--- config.mk ---
export PLATFORM = sky130hd
export DESIGN_NAME = clk_divider
export DESIGN_NICKNAME = d
export VERILOG_FILES = /design/src/rtl/clk_divider.sv
export SDC_FILE = /design/constraint.sdc
export NUM_CORES = 1
export LEC_CHECK = 0
export BUFFER_PORTS_ARGS = -buffer_cell sky130_fd_sc_hd__buf_2
export CAP_MARGIN = 5
export CORE_UTILIZATION = 49
export DETAILED_ROUTE_END_ITERATION = 10
export HOLD_SLACK_MARGIN = 0.03
export PLACE_DENSITY_LB_ADDON = 0.1
export SLEW_MARGIN = 20
export SYNTH_ARGS = -nofsm -noshare
export SYNTH_HDL_FRONTEND = slang
export SYNTH_SLANG_ARGS = --single-unit
--- constraint.sdc ---
create_clock -name vga_clk -period 2.3 [get_ports vga_clk]
set_clock_uncertainty 0.2 [all_clocks]
set_input_delay 0.115 -clock vga_clk [delete_from_list [all_inputs] [get_ports vga_clk]]
set_output_delay 0.115 -clock vga_clk [all_outputs]
set_load 0.01 [all_outputs]
--- src/rtl/clk_divider.sv ---
// clk_divider: integer clock divider producing a registered, glitch-free
// sample_clk with period CLK_COUNT vga_clk cycles (high for CLK_COUNT/2
// cycles, low for the remainder).
//
// Optional feature macro: CLK_DIVIDER_TICK_EN
//   When defined, adds sample_tick, a one-cycle strobe registered on the
//   same edge where sample_clk rises.
//
// Parameters:
//   CLK_COUNT  division ratio N, legal range 2..2**CNT_W
//   CNT_W      internal counter width
// Ports:
//   vga_clk      in   input clock, rising edge
//   reset        in   asynchronous, active-high reset
//   en           in   count enable; low freezes the divider
//   sample_tick  out  rise strobe (only with CLK_DIVIDER_TICK_EN)
//   sample_clk   out  divided output, registered
module clk_divider #(
   parameter int unsigned CLK_COUNT = 2,
   parameter int unsigned CNT_W     = 16
) (
   input  logic vga_clk,
   input  logic reset,
   input  logic en,
`ifdef CLK_DIVIDER_TICK_EN
   output logic sample_tick,
`endif
   output logic sample_clk
);

   localparam int unsigned HIGH = CLK_COUNT / 2;
   // Counter value on which the output rises (wrap) and on which it falls.
   localparam logic [CNT_W-1:0] LAST = CNT_W'(CLK_COUNT - 1);
   localparam logic [CNT_W-1:0] FALL = CNT_W'(HIGH - 1);

   // Reject ratios the counter cannot represent.
   if ((CLK_COUNT < 2) || (64'(CLK_COUNT) > (64'd1 << CNT_W))) begin : g_bad_cfg
      $error("clk_divider: CLK_COUNT out of range for CNT_W");
   end

   logic [CNT_W-1:0] cnt;
   logic             wrap_c;

   assign wrap_c = (cnt == LAST);

   // Phase counter and divided output; both freeze while en is low.
   // LAST and FALL never coincide because HIGH-1 < N-1 for N >= 2.
   always_ff @(posedge vga_clk or posedge reset) begin
      if (reset) begin
         cnt        <= '0;
         sample_clk <= 1'b0;
      end else if (en) begin
         cnt <= wrap_c ? '0 : cnt + CNT_W'(1);
         if (wrap_c) begin
            sample_clk <= 1'b1;
         end else if (cnt == FALL) begin
            sample_clk <= 1'b0;
         end
      end
   end

`ifdef CLK_DIVIDER_TICK_EN
   // Strobe on the enabled wrap edge only; cleared on any other edge.
   always_ff @(posedge vga_clk or posedge reset) begin
      if (reset) begin
         sample_tick <= 1'b0;
      end else begin
         sample_tick <= en & wrap_c;
      end
   end
`endif

endmodule

==> flow_summary.json <==
{
  "clk_pin_slew_ns": 0.10,
  "syn_inst": 76,
  "hp-class": "in -> async",
  "hold_viol_final": 0,
  "period_needed_ns": 1.751,
  "die_x_um": 43.27,
  "path_cells": "dlygate4sd3_1, buf_2, and4_1, nand3_2, or3_4, xnor2_2",
  "synth.distinct_cells": 21,
  "fillers": 135,
  "grtUsageTotal_pct": 16.59,
  "peakVddDrop_mv": 0.5650,
  "synth.avg_cell_area_um2": 10.98,
  "yosys_register_bits": 17,
  "core-area_um2": 1541,
  "cts_tree": "yes",
  "num_antenna_cells": 0,
  "fin_setup_tns_ns": 0,
  "rsz0062_at_grt": "no",
  "end_kind": "flip-flop",
  "start_util_pct": 54.14,
  "clk_path_buf_depth": 2,
  "drive_gt1_share_pct": 11.90,
  "grt_first_pass_wirelength_um": 2318,
  "path_max_fanout": 7,
  "area_growth_pct": 8.996,
  "max_freq_mhz": 571.3,
  "p_leak_nw": 0.4142,
  "totalWireLength_um": 1264,
  "insertion_delay_ns": 0.28,
  "drt-vias-per-instance": 5.400,
  "place_congestion": 0.7329,
  "die_h_um": 43.27,
  "tightest_slew_ns": 0.6281,
  "port_buffers": 3,
  "cp_slowest_cell": "dlygate4sd3_1",
  "globalRouteOverflowTotal": 0,
  "mostFrequentLayoutCells": "dfrtp_1 (17), xnor2_1 (12), nor2_1 (7)",
  "grt_pass1_vias": 515,
  "grt_antenna_before_repair": 0,
  "max_slew_margin_pct": 58.08,
  "cp_slowest_stage_delay_ns": 0.52,
  "vias": 540,
  "syn-cell-area_um2": 834.6,
  "drt_iter0_markers": 12,
  "period_share_pct": 76.11,
  "setup_violations": 0,
  "seq_area_frac_synth_pct": 50.97,
  "synth_warnings": 0,
  "h-tree-depth": 1,
  "r2r_start": "cnt[2]$_DFFE_PP0P_",
  "dieArea_um2": 1872,
  "ant_nets": 0,
  "io_pins": 4,
  "rows": 14,
  "final_common_cell": "dfrtp_1",
  "cts_resized": 0,
  "startpoint": "en",
  "critPathKind": "in -> reg",
  "numCtsBuffers": 3,
  "routedWlPerCell_um": 12.64,
  "outcome": "finished clean",
  "cts_root_buf": "clkbuf_4",
  "power.density_nw_per_um2": 852.1,
  "worstPathArrival_ns": 1.72,
  "drt_first_pass_iters": 4,
  "clock_sinks": 17,
  "post-route-drc-count": 0,
  "final_util_pct": 59.01,
  "start_kind": "primary input",
  "cap_viol_max_count": 0,
  "grt_max_degree": 18,
  "hpwl_um": 972.7,
  "syn_nets": 82,
  "nets": 91,
  "worstPathRequired_ns": 2.27,
  "slew_violations": 0
}
-- power breakdown --
| part | internal, mW | switching (mW) |
|---|---|---|
| Combinational | 0.0909 | 0.0900 |
| Clock | 0.0644 | 0.0875 |
| Sequential | 0.360 | 0.0821 |
| Total | 0.515 | 0.260 |
-- cell families after synthesis --
logic type | after synthesis | synth area share [%]
mux | 1 | 1.199
simple gates | 34 | 23.24
buf+inv | 4 | 2.249
flops | 17 | 50.97
compound gates | 2 | 1.199
fa+ha+maj | 3 | 4.498
xor+xnor | 15 | 16.64
-- state kept, by name, summed over array words and instances, names as in the netlist --
name	count
cnt	16
sample_clk	1
-- worst max-delay path: cells and delay by family --
kind,cells,cell delay [ns]
XOR/XNOR,1,0.13
buffers and inverters,2,0.70
AND/OR/NAND/NOR,3,0.78
-- timing repair --
action / in CTS / in global routing
setup buffers: 0 / 0
hold buffers: 2 / 0
hold endpoints to repair: 21 / 0
-- through the flow --
step	hold WS [ns]	cells	instance area (um2)	power, mW	setup slack (ns)
finish	0.2417	100	909.6	0.7750	0.5495
global route	0.3320	100	909.6	0.8427	0.4829
CTS	0.2600	100	909.6	0.7842	0.5479
detailed placement	0.02425	94	862.1	0.6279	0.6360
global placement	0.02388	94	862.1	0.6276	0.6225
floorplan	-0.1589	76	834.6	0.5754	0.7335
-- routing by layer --
layer	part of all wire, %	track usage (%)	vias to the layer above
met5	0	0	-
met4	0.79	7.273	0
met3	2.5	2.553	2
met2	44	23.28	8
met1	53	25.00	251
li1	-	-	279
-- synthesized netlist by cell type --
master / number / share of area, %
and2_1: 2 / 1.5
and3_1: 2 / 1.5
and4_1: 1 / 1.0
buf_4: 1 / 0.90
dfrtp_1: 17 / 51
ha_1: 3 / 4.5
inv_1: 3 / 1.3
mux2i_1: 1 / 1.2
nand2_1: 6 / 2.7
nand3_1: 4 / 2.4
nand3_2: 1 / 1.2
nand4_1: 5 / 3.7
nand4b_1: 2 / 2.1
nor2_1: 7 / 3.1
nor4_1: 2 / 1.5
nor4b_1: 1 / 1.0
o21ai_1: 2 / 1.2
or3_4: 1 / 1.3
xnor2_1: 12 / 13
xnor2_2: 1 / 1.9
xor2_1: 2 / 2.1
-- final timing paths --
check / end / slack (ns) / cells past startpoint
setup / recovery: cnt[11]$_DFFE_PP0P_ / 0.55 / 6
hold / removal: cnt[13]$_DFFE_PP0P_ / 0.24 / 3
setup reg to reg: cnt[11]$_DFFE_PP0P_ / 0.62 / 4
hold reg to reg: cnt[15]$_DFFE_PP0P_ / 0.29 / 1
max in group asynchronous: cnt[2]$_DFFE_PP0P_ / 1.25 / 3
min in group vga_clk: cnt[15]$_DFFE_PP0P_ / 0.29 / 1
-- final cells by class --
type | instances | area (um2) | area share [%]
multi-input combinational | 55 | 390.4 | 42.92
inverter | 3 | 11.26 | 1.238
timing repair buffer | 5 | 35.03 | 3.851
clock buffer | 3 | 22.52 | 2.476
tap | 16 | 20.02 | 2.201
clock inverter | 1 | 5.005 | 0.5502
sequential | 17 | 425.4 | 46.77
Power figures use the tool's default switching activity.
